--- src/rtl/encoder_16.sv ---
// -----------------------------------------------------------------------------
// encoder_16 -- registered 16-to-4 request encoder
//
// Collects up to 16 request lines into a pending register and hands them out
// one index at a time over a valid/ready handshake. Each index is cleared from
// the pending register when its handshake completes. This is the encode-side
// counterpart to the 4-to-16 select decoders: many request/strobe sources are
// funnelled onto a single 4-bit select bus.
//
// Handshake: out_valid/out_index form the producer side and out_ready is the
// consumer side. A transfer happens on a rising edge where out_valid and
// out_ready are both 1. Once out_valid rises, out_index holds stable until
// that transfer. out_ready has no effect while out_valid is 0.
//
// Parameters:
//   STICKY      1: a request bit stays pending until its index is served.
//               0: the pending register reloads from req every cycle
//                  (level mode), minus the index acknowledged that cycle.
//
// Compile-time option:
//   ENCODER_16_ROUND_ROBIN_EN  When defined, a 4-bit last-grant pointer is
//               added and selection searches upward from pointer+1 with
//               wrap-around, so no index can be starved. When undefined,
//               selection is fixed priority with bit 0 the highest.
//
// Ports:
//   clock       in   1   system clock, all state changes on the rising edge
//   reset       in   1   synchronous active-high reset
//   enable      in   1   gates request capture; draining continues when low
//   req         in  16   request lines, bit i requests index i
//   out_ready   in   1   consumer accepts out_index this cycle
//   out_valid   out  1   out_index holds a pending request
//   out_index   out  4   encoded index of the presented request
//   pend_count  out  5   registered popcount of the pending register
//   pending     out 16   current pending register
//   state_dbg   out  1   FSM state for debug (0 = IDLE, 1 = PRESENT)
// -----------------------------------------------------------------------------
module encoder_16 #(
   parameter bit STICKY = 1'b1
) (
   input  logic        clock,
   input  logic        reset,
   input  logic        enable,
   input  logic [15:0] req,
   input  logic        out_ready,
   output logic        out_valid,
   output logic [3:0]  out_index,
   output logic [4:0]  pend_count,
   output logic [15:0] pending,
   output logic        state_dbg
);

   typedef enum logic {
      IDLE    = 1'b0,
      PRESENT = 1'b1
   } state_e;

   // ---------------------------------------------------------------------------
   // Helper functions
   // ---------------------------------------------------------------------------

   // Number of set bits in a 16-bit vector (0..16).
   function automatic logic [4:0] popcount16(input logic [15:0] v);
      logic [4:0] n;
      n = '0;
      for (int i = 0; i < 16; i++) begin
         n = n + {4'b0000, v[i]};
      end
      return n;
   endfunction

`ifdef ENCODER_16_ROUND_ROBIN_EN
   // First set bit found searching upward from p+1, wrapping 15 -> 0.
   // p itself is examined last, so the previous grant has lowest priority.
   function automatic logic [3:0] sel_rr(input logic [15:0] v,
                                         input logic [3:0]  p);
      logic [3:0] r;
      logic [3:0] c;
      logic       found;
      r     = '0;
      found = 1'b0;
      for (int k = 1; k <= 16; k++) begin
         c = p + 4'(k);
         if (!found && v[c]) begin
            r     = c;
            found = 1'b1;
         end
      end
      return r;
   endfunction
`else
   // Lowest set bit wins. Scanning downward lets the last hit be the lowest.
   function automatic logic [3:0] sel_fixed(input logic [15:0] v);
      logic [3:0] r;
      r = '0;
      for (int i = 15; i >= 0; i--) begin
         if (v[i]) begin
            r = 4'(i);
         end
      end
      return r;
   endfunction
`endif

   // ---------------------------------------------------------------------------
   // State
   // ---------------------------------------------------------------------------
   state_e      state_q,      state_d;
   logic [15:0] pending_q,    pending_d;
   logic [4:0]  pend_count_q, pend_count_d;
   logic        out_valid_q,  out_valid_d;
   logic [3:0]  out_index_q,  out_index_d;
`ifdef ENCODER_16_ROUND_ROBIN_EN
   logic [3:0]  ptr_q,        ptr_d;
   logic [3:0]  sel_base;
`endif

   logic        hs;
   logic [15:0] ack_mask;
   logic [15:0] req_in;
   logic [15:0] remaining;
   logic [3:0]  sel_idle;
   logic [3:0]  sel_rem;

   // ---------------------------------------------------------------------------
   // Next-state logic
   // ---------------------------------------------------------------------------
   always_comb begin
      hs       = out_valid_q & out_ready;
      ack_mask = hs ? (16'h0001 << out_index_q) : 16'h0000;
      req_in   = enable ? req : 16'h0000;

      // Requests are OR-ed in after the ack is removed, so a request for the
      // index being acknowledged this cycle keeps that bit pending.
      if (STICKY) begin
         pending_d = (pending_q & ~ack_mask) | req_in;
      end else begin
         pending_d = req_in & ~ack_mask;
      end
      pend_count_d = popcount16(pending_d);

      // Selection looks at the current register only; requests arriving this
      // cycle become visible one cycle later.
      remaining = pending_q & ~ack_mask;

`ifdef ENCODER_16_ROUND_ROBIN_EN
      // On a handshake the pointer becomes the index being granted; the
      // follow-on selection already uses that updated pointer.
      sel_base = hs ? out_index_q : ptr_q;
      ptr_d    = sel_base;
      sel_idle = sel_rr(pending_q, sel_base);
      sel_rem  = sel_rr(remaining, sel_base);
`else
      sel_idle = sel_fixed(pending_q);
      sel_rem  = sel_fixed(remaining);
`endif

      state_d     = state_q;
      out_valid_d = out_valid_q;
      out_index_d = out_index_q;

      case (state_q)
         IDLE: begin
            out_valid_d = 1'b0;
            if (pending_q != 16'h0000) begin
               out_index_d = sel_idle;
               out_valid_d = 1'b1;
               state_d     = PRESENT;
            end
         end
         PRESENT: begin
            // Without a handshake the presented index is frozen, even if a
            // higher-priority request shows up.
            if (hs) begin
               if (remaining != 16'h0000) begin
                  out_index_d = sel_rem;
                  out_valid_d = 1'b1;
               end else begin
                  // out_index keeps its last value while idle.
                  out_valid_d = 1'b0;
                  state_d     = IDLE;
               end
            end
         end
         default: begin
            out_valid_d = 1'b0;
            state_d     = IDLE;
         end
      endcase
   end

   // ---------------------------------------------------------------------------
   // Registers
   // ---------------------------------------------------------------------------
   always_ff @(posedge clock) begin
      if (reset) begin
         state_q      <= IDLE;
         pending_q    <= '0;
         pend_count_q <= '0;
         out_valid_q  <= 1'b0;
         out_index_q  <= '0;
`ifdef ENCODER_16_ROUND_ROBIN_EN
         ptr_q        <= 4'hF;
`endif
      end else begin
         state_q      <= state_d;
         pending_q    <= pending_d;
         pend_count_q <= pend_count_d;
         out_valid_q  <= out_valid_d;
         out_index_q  <= out_index_d;
`ifdef ENCODER_16_ROUND_ROBIN_EN
         ptr_q        <= ptr_d;
`endif
      end
   end

   assign out_valid  = out_valid_q;
   assign out_index  = out_index_q;
   assign pend_count = pend_count_q;
   assign pending    = pending_q;
   assign state_dbg  = (state_q == PRESENT);

endmodule

--- config.mk ---
export PLATFORM = sky130hd
export DESIGN_NAME = encoder_16
export DESIGN_NICKNAME = d
export VERILOG_FILES = /design/src/rtl/encoder_16.sv
export SDC_FILE = /design/constraint.sdc
export NUM_CORES = 1
export LEC_CHECK = 0
export CORE_UTILIZATION = 55
export CTS_CLUSTER_SIZE = 20
export DETAILED_ROUTE_END_ITERATION = 8
export PLACE_DENSITY_LB_ADDON = 0.05
export RECOVER_POWER = 100
export SYNTH_ARGS = -nofsm -noshare
export SYNTH_HDL_FRONTEND = slang
export SYNTH_SLANG_ARGS = --single-unit
--- constraint.sdc ---
create_clock -name clock -period 13.8 [get_ports clock]
set_input_delay 2.76 -clock clock [delete_from_list [all_inputs] [get_ports clock]]
set_output_delay 2.76 -clock clock [all_outputs]
set_load 0.1 [all_outputs]
==> results of run 1 <==
## sequential cells by signal, summed over array words and instances (netlist names)
name / cells
out_index: 4
out_valid: 1
pend_count: 5
pending: 16
state_dbg: 1
## layout make-up
cell class	count	area, um2
Tap cell	48	60.1
Fill cell	329	1120
Multi-Input combinational cell	189	1380
Timing Repair Buffer	47	468
Clock inverter	1	7.51
Sequential cell	27	541
Clock buffer	3	41.3
Inverter	19	71.3
## logic make-up after synthesis
family	Yosys count	share of synthesized area, %
buffers and inverters	37	8.32
muxes	9	4.31
and+or+nand+nor	90	23.6
xor gates and xnor gates	2	0.827
DFF	27	25.5
adders and majority gates	15	12.4
AOI/OAI and AO/OA	73	25.0
## metrics by stage
stage / hold WS (ns) / area (um2) / power, mW / setup WS [ns] / utilization (%)
4_1_cts: 0.588 / 2590 / 0.380 / 6.65 / 70.3
5_1_grt: 0.674 / 2570 / 0.405 / 6.24 / 69.7
2_1_floorplan: 0.976 / 2120 / 0.284 / 7.34 / -
6_report: 0.619 / 2570 / 0.374 / 6.57 / 69.7
3_3_place_gp: 0.560 / 2540 / 0.326 / 6.52 / 68.9
3_5_place_dp: 0.575 / 2540 / 0.332 / 6.38 / 68.9
## synthesized netlist by cell type (3+ instances only)
| cell | n |
|---|---|
| a211o_1 | 3 |
| nor4_1 | 3 |
| nand2_1 | 20 |
| a31oi_1 | 6 |
| a21o_1 | 5 |
| nor3b_1 | 4 |
| nor2b_1 | 13 |
| nor2_1 | 17 |
| a21oi_1 | 14 |
| o21ai_0 | 12 |
| nand4_1 | 3 |
| mux2i_1 | 8 |
| ha_1 | 5 |
| buf_2 | 6 |
| nand3_1 | 9 |
| clkbuf_1 | 8 |
| inv_1 | 19 |
| a22oi_1 | 3 |
| fa_1 | 10 |
| or3_1 | 3 |
| dfxtp_1 | 27 |
| a22o_1 | 5 |
## worst reg2reg max path, delay by kind of cell (launching register included)
kind | cells | cell delay, ns
DFF | 1 | 0.70
buffers and inverters | 4 | 0.24
AOI/OAI and AO/OA | 2 | 0.29
and+or+nand+nor | 4 | 0.93
adders and majority gates | 6 | 2.59
## power by group
| group | internal, mW | switching, mW |
|---|---|---|
| sequential | 0.0884 | 0.0127 |
| clock | 0.0205 | 0.0272 |
| combinational | 0.0772 | 0.148 |
## worst max path at each step
stage,from,end,slack [ns],cells past startpoint
after floorplan,out_ready,pend_count[4],7.34,17
after global placement,out_ready,pend_count[4],6.52,17
after detailed placement,out_ready,pend_count[3],6.38,16
after CTS,out_ready,pend_count[4],6.65,17
after global routing,out_ready,pend_count[3],6.24,16
final,out_ready,pend_count[4],6.57,17
## per-layer routing
metal / vias to the layer above / global-route usage, % / part of all wire [%]
li1: 988 / - / -
met1: 972 / 40.4 / 44
met5: - / 0 / 0
met3: 10 / 2.50 / 6.2
met4: 0 / 8.81 / 1.4
met2: 91 / 47.6 / 48
==> results.md, run 1 <==
- The clock insertion delay at the later pin of the skew report is 0.28 ns.
- In this run the power density over the cells is 145 nW/um2.
- Sorting the synthesized cells by area gives the leading types as dfxtp_1 26%, fa_1 9.4%, nor2b_1 3.8%.
- The library cells used most frequently in the layout, excluding fill and tap cells, are 29 x dlygate4sd3_1, 27 x dfxtp_1, 20 x nand2_1.
- Among all stages on the critical path, the largest delay is contributed by dlygate4sd3_1.
- The share of post-route cells with drive strength above 1 is 3.85%.
- STA classifies the critical path startpoint as an input port.
- The number of pins exceeding their max-slew limit in the final report is 0.
- Leaving out filler cells and counting taps, the final layout contains 334.
- The library cell used as clock root buffer is clkbuf_8.
- The CTS buffer count is 3.
- Yosys mapped a number of flops with a built-in enable equal to 0.
- The area growth from synthesis to layout is 21.4%.
- The cell depth of the worst min-delay path is 2.
- The net count after synthesis is 288.
- At the worst endpoint, the required time is 14.00 ns.
- The worst min-delay path endpoint is pending[12].
- The first routing iteration left 219 violations.
- Input and output buffers added on the ports amount to 46.
- The number of violations of the max-capacitance limit is 0.
- The post-synthesis async set-or-reset flop share is 0%.
- Counting along the longest clock path gives a buffer depth of 2.
- The share of synthesized area occupied by flip-flops and latches is 25.5%.
- The first global-routing pass estimated 9350 um of wire.
- The pin count of the biggest net entering global routing is 28.
- Counting cells, the worst reg-to-reg path comes to 16.
- The routed wire length is 5480 um.
- The core region is 3690 um2.
- Counting both buffers and inverters, the worst setup path holds a total of 5.
- Clock-pin slew was measured on the worst setup and hold paths at 0.10 ns.
- The sink count of the clock tree is 27.
- The number of global-route vias before repair is 1958.
- The reported leakage power is 1.07 nW.
- The number of hold-slack violations in the final timing report came to 0.
- The floorplan has 22 rows.
- The most area-hungry cell type in the Yosys netlist is dfxtp_1.
- The aggregate global-route resource usage is 29.1%.
- STA puts the critical path data arrival time at 7.43 ns.
- VDD sags by at most 130 uV.
- The most used cell along the critical path is fa_1.
- Setup repair after global routing left no endpoint under its margin.
- The die width is 64.1 um.
- In this run the critical register-to-register path is captured at pend_count[4].
- The mapped netlist covers 2120 um2.
- Synthesis produced 253 cells.
- The initial antenna violation count is 0.
- The critical path endpoint category is a flip-flop.
- The number of vias per cell is 6.17.
- The gate family responsible for the most delay along the worst path is adder cells.
- In this run the critical register-to-register path is launched from out_index[2].
- The critical path is of the input port to flip-flop type.
- The count of TritonRoute iterations in the first routing pass is 5.
- The number of instances resized during post-cts repair is 0.
- The primary flip-flop cell chosen by synthesis mapping is dfxtp_1.
- The total instance count after detailed placement is 330.
- On the final layout, the worst clock skew is 0.00258 ns.
- The count of unresolved DRC violations after routing is 0.
- Measured along the y axis, the die boundary spans 64.1 um.
- The post-route minimum period is 7.23 ns.
- In the final routed layout, each cell accounts on average for 16.4 um.
- The H-tree level count is 1.
- Leaving out fill and tap cells, the most frequent cell in the layout is dlygate4sd3_1.
- The total vias in the final route is 2061.
- The number of diodes added for antenna fixing is 0.
- For the pin with the worst max-slew slack, the measured transition is 1.01 ns.
- The startpoint identified for the worst hold timing path is pending[12].
- The path class of the tightest hold or removal check is flip-flop to flip-flop.
- The worst relative slew slack is 32.5%.
- After the last flow step, the layout net total stands at 322.
- Traced cell by cell, the critical path runs through dlygate4sd3_1, and4b_1, and2_0, nand2_1, a22o_1, fa_1, inv_1, fa_1, fa_1, inv_1, fa_1, ha_1, inv_1, fa_1, inv_1, a21oi_1, nor3b_1.
- Yosys mapped the design onto 58 distinct sky130hd cell types.
- In this run the post-CTS setup repair buffer count came out at 0.
- The remaining number of nets flagged by the antenna check after routing is 0.
- Counting flops and latches in the post-synthesis netlist gives 27.
- After synthesis, the largest area contributor takes up 25.5% of total cell area.
- The boundary pin count is 47.
- The achievable frequency is 138 MHz.
- Buffers inserted to repair hold after CTS numbered 0.
- Once detailed placement completed, the half-perimeter wirelength came to 4160 um.
- The worst-path maximum fanout is 9.
- The summed negative setup slack over all endpoints is 0 ns.
- The average footprint of a synthesized cell is 8.38 um2.
- The CTS tree is built.
- The run finished with clean final reports.
- The worst register-to-register path has a setup slack of 8.98 ns.
- The final weighted congestion in routability-driven placement is 0.895.
- The floorplan step defined a die boundary enclosing 4110 um2.
- The largest stage delay on the critical path is 0.68 ns.
- The total number of yosys warnings is 0.
- The initial utilization of the core area, before any placement, comes to 57.5%.
- Summed over all layers, the global routing overflow is 0.
- The fraction of the cycle the final worst path needs is 52.4%.
- Setup violations remaining at the end of the flow were counted as 0.
Note: power is estimated with default switching activity, not from simulation.
==> inputs of run 2 (changes only) <==
--- a/config.mk
+++ b/config.mk
@@ -5,7 +5,7 @@
 export SDC_FILE = /design/constraint.sdc
 export NUM_CORES = 1
 export LEC_CHECK = 0
-export CORE_UTILIZATION = 55
+export CORE_UTILIZATION = 46
 export CTS_CLUSTER_SIZE = 20
 export DETAILED_ROUTE_END_ITERATION = 8
 export PLACE_DENSITY_LB_ADDON = 0.05
==> constraint.sdc (replaced) <==
create_clock -name clock -period 6.3 [get_ports clock]
set_input_delay 1.26 -clock clock [delete_from_list [all_inputs] [get_ports clock]]
set_output_delay 1.26 -clock clock [all_outputs]
set_load 0.1 [all_outputs]
==> run 2 against run 1 <==
  * Total power increased by 120%
  * Non-clock buffer count increased by 2
  * Worst hold slack worse by 0.0017 ns
  * Cell count is 1.8% higher
  * Die area increased by 19%
  * Routed wire length decreased by 2.0%
  * Final area up 0.63%
  * Largest power group unchanged
  * Combinational power up 120%
  * Critical path depth is 1 lower
  * Clock power increased by 120%
==> results.md, run 2 (synthesis results as in run 1) <==
- The final weighted congestion in routability-driven placement is 0.863 (-3.6%).
- The net switching power is 0.408 mW (+120%).
- The worst path required time is 6.44 ns (-7.56 ns).
- The power density normalized to cell area came to 315 nW/um2 (+120%).
- In the finished design, the share of the clock period the worst path needs comes to 90.2%.
- The summed negative setup slack over all endpoints was 0 ns (unchanged).
- The setup slack at placement came to 0.409 ns (-5.97 ns).
- The number of pins exceeding their max-slew limit in the final report is 0 (unchanged).
- The die height is 69.9 um (+9.1%).
- The number of violations of the max-capacitance limit is 0 (unchanged).
- The H-tree level count was 1 (unchanged).
- The run finished with clean final reports.
- The floorplan die area is 4880 um2 (+19%).
- The final worst-path setup slack came to 0.616 ns (-5.95 ns).
- The number of instances resized during post-cts repair is 0 (unchanged).
- The sink count of the clock tree came to 27 (unchanged).
- The fraction of power spent switching nets is 50.0% (-0.28 points).
- The quantity of I/O buffers inserted on ports was 46 (unchanged).
- The number of hold-slack violations in the final timing report is 0 (unchanged).
- The clock transition at the register clock pins on the worst setup and hold paths after CTS is 0.11 ns (about the same).
- Relative to the synthesized area, the layout overhead comes to 22.1%.
- The share of total power in combinational logic is 60.3% (about the same).
- Leaving out fill and tap cells, the most frequent cell in the layout is dlygate4sd3_1.
- The remaining number of nets flagged by the antenna check after routing is 0 (unchanged).
- The post-route minimum period is 5.68 ns.
- The number of violations reported at the end of detailed-routing iteration 0 was 114 (-48%).
- The CTS tree is built.
- The placed wire-length estimate is 4180 um (+0.52%).
- The routed wire length is 5380 um (-2.0%).
- The number of buffers inserted by hold repair at cts came to 0 (unchanged).
- The number of vias per cell was 5.86 (-5.1%).
- The die width is 69.9 um (+9.1%).
- The worst-path maximum fanout is 9 (unchanged).
- The reported leakage power came to 1.08 nW (+0.60%).
- The standard cell core area is 4380 um2 (+19%).
- The worst IR drop on VDD is 266 uV (+110%).
- The post-CTS repair timing setup buffer count is 0 (unchanged).
- The count of unresolved DRC violations after routing was 0 (unchanged).
- The worst setup path is launched from an input port.
- The utilization of the core after routing is 59.0% (-11 points).
- The effective utilization at floorplan came to 48.3% (-9.1 points).
- The depth of the most critical reg-to-reg path is 15 (-1).
- The number of global-route vias before repair is 1786 (-8.8%).
- The area of placed instances is 2560 um2 (+0.79%).
- The total of fill cells in the finished design is 425 (+29%).
- The net total in the final layout came to 324 (+0.62%).
- The clock insertion delay at the later pin of the skew report is 0.28 ns (about the same).
- The number of diodes added for antenna fixing was 0 (unchanged).
- The transition time at the pin with the least slew margin was 1.01 ns (-0.000464 ns).
- The maximum count of clock buffers along a single path came to 2 (unchanged).
- The global-route wire length before repair is 8830 um (-5.6%).
- The final non-filler cell area is 2590 um2 (+0.63%).
- The cell depth of the worst min-delay path is 2 (unchanged).
- Setup repair after global routing left no endpoint under its margin.
- The initial antenna violation count is 0 (unchanged).
- The share of post-route cells with drive strength above 1 is 4.17% (+0.32 points).
- The CTS buffer count was 3 (unchanged).
- The pin count of the biggest net entering global routing is 28 (unchanged).
- The worst relative slew slack is 32.5% (about the same).
- The share of power burned in the clock network is 12.9% (about the same).
- The standard-cell row count is 24 (+9.1%).
- The endpoint arrival time on the critical path is 5.83 ns (-1.60 ns).
- The critical path endpoint category is a flip-flop.
- The number of flip-flops in the largest register came to 16 (unchanged).
- The aggregate global-route resource usage is 22.5% (-6.5 points).
- Leaving out fill and tap cells, the most frequent cells in the layout are 29 x dlygate4sd3_1, 27 x dfxtp_1, 20 x nand2_1.
- The total vias in the final route is 1992 (-3.3%).
- The library cell used as clock root buffer is clkbuf_8.
- The worst clock skew is 0.00575 ns (+0.00316 ns).
- Based on the critical path, the design can be clocked at up to 176 MHz.
- The detailed-route wire length per cell came to 15.8 um (-3.7%).
- The boundary pin count came to 47 (unchanged).
- The final setup violation count is 0 (unchanged).
- The final global-route overflow total is 0 (unchanged).
- The kind of critical path is input port to flip-flop.
- The fraction of power consumed by sequential logic is 26.8% (-0.2 points).
- The count of TritonRoute iterations in the first routing pass is 4 (-1).
- In this run the worst hold path is classified as flip-flop to flip-flop.
- The cell-internal power is 0.408 mW (+120%).
run 2: changes by cell type in the layout (fill, tap and decap cells not counted), sizes merged:
cell,delta
clkbuf,+1
buf,+1
run 2: cell type report:
type	count	area, um2	share of cell area (%)
sequential	27	541	20.9
tap	52	65.1	2.51
timing repair buffer	49	479	18.5
inverter	19	71.3	2.75
clock buffer	3	41.3	1.59
multi-input combinational	189	1380	53.5
clock inverter	1	7.51	0.290
run 2: worst paths after layout:
kind	slack [ns]	from	to
max	0.62	out_ready	pend_count[3]
max reg2reg	1.77	out_valid	pend_count[3]
min reg2reg	0.62	out_valid	out_valid
min	0.62	out_valid	out_valid
run 2: through the flow:
step | hold slack [ns] | total power [mW] | instances
final | 0.617 | 0.816 | 340
after global routing | 0.655 | 0.878 | 340
after CTS | 0.594 | 0.833 | 340
after detailed placement | 0.577 | 0.727 | 336
after global placement | 0.564 | 0.719 | 336
after floorplan | 0.976 | 0.622 | 253
run 2: power by group through the flow:
stage	sequential, mW	clock, mW	combinational, mW
3_3_place_gp	0.224	0	0.495
5_1_grt	0.223	0.115	0.541
3_5_place_dp	0.224	0	0.503
6_report	0.219	0.105	0.492
2_1_floorplan	0.363	0	0.259
4_1_cts	0.220	0.107	0.506
run 2: metal layers:
| layer | global-route usage (%) | vias up | part of all wire [%] |
|---|---|---|---|
| met5 | 0 | - | 0 |
| met4 | 4.22 | 0 | 0.78 |
| met3 | 2.74 | 4 | 5.6 |
| met2 | 37.1 | 64 | 47 |
| met1 | 32.0 | 933 | 47 |
| li1 | - | 991 | - |
run 2: worst max-delay path, stage by stage:
cell,delay (ns)
dlygate4sd3_1,0.68
and4b_1,0.42
and2_0,0.24
nand2_1,0.07
a22o_1,0.23
fa_1,0.54
inv_1,0.05
fa_1,0.45
fa_1,0.43
fa_1,0.57
inv_1,0.06
ha_1,0.29
a21o_1,0.15
a21oi_1,0.16
xor2_1,0.17
nor2_1,0.05
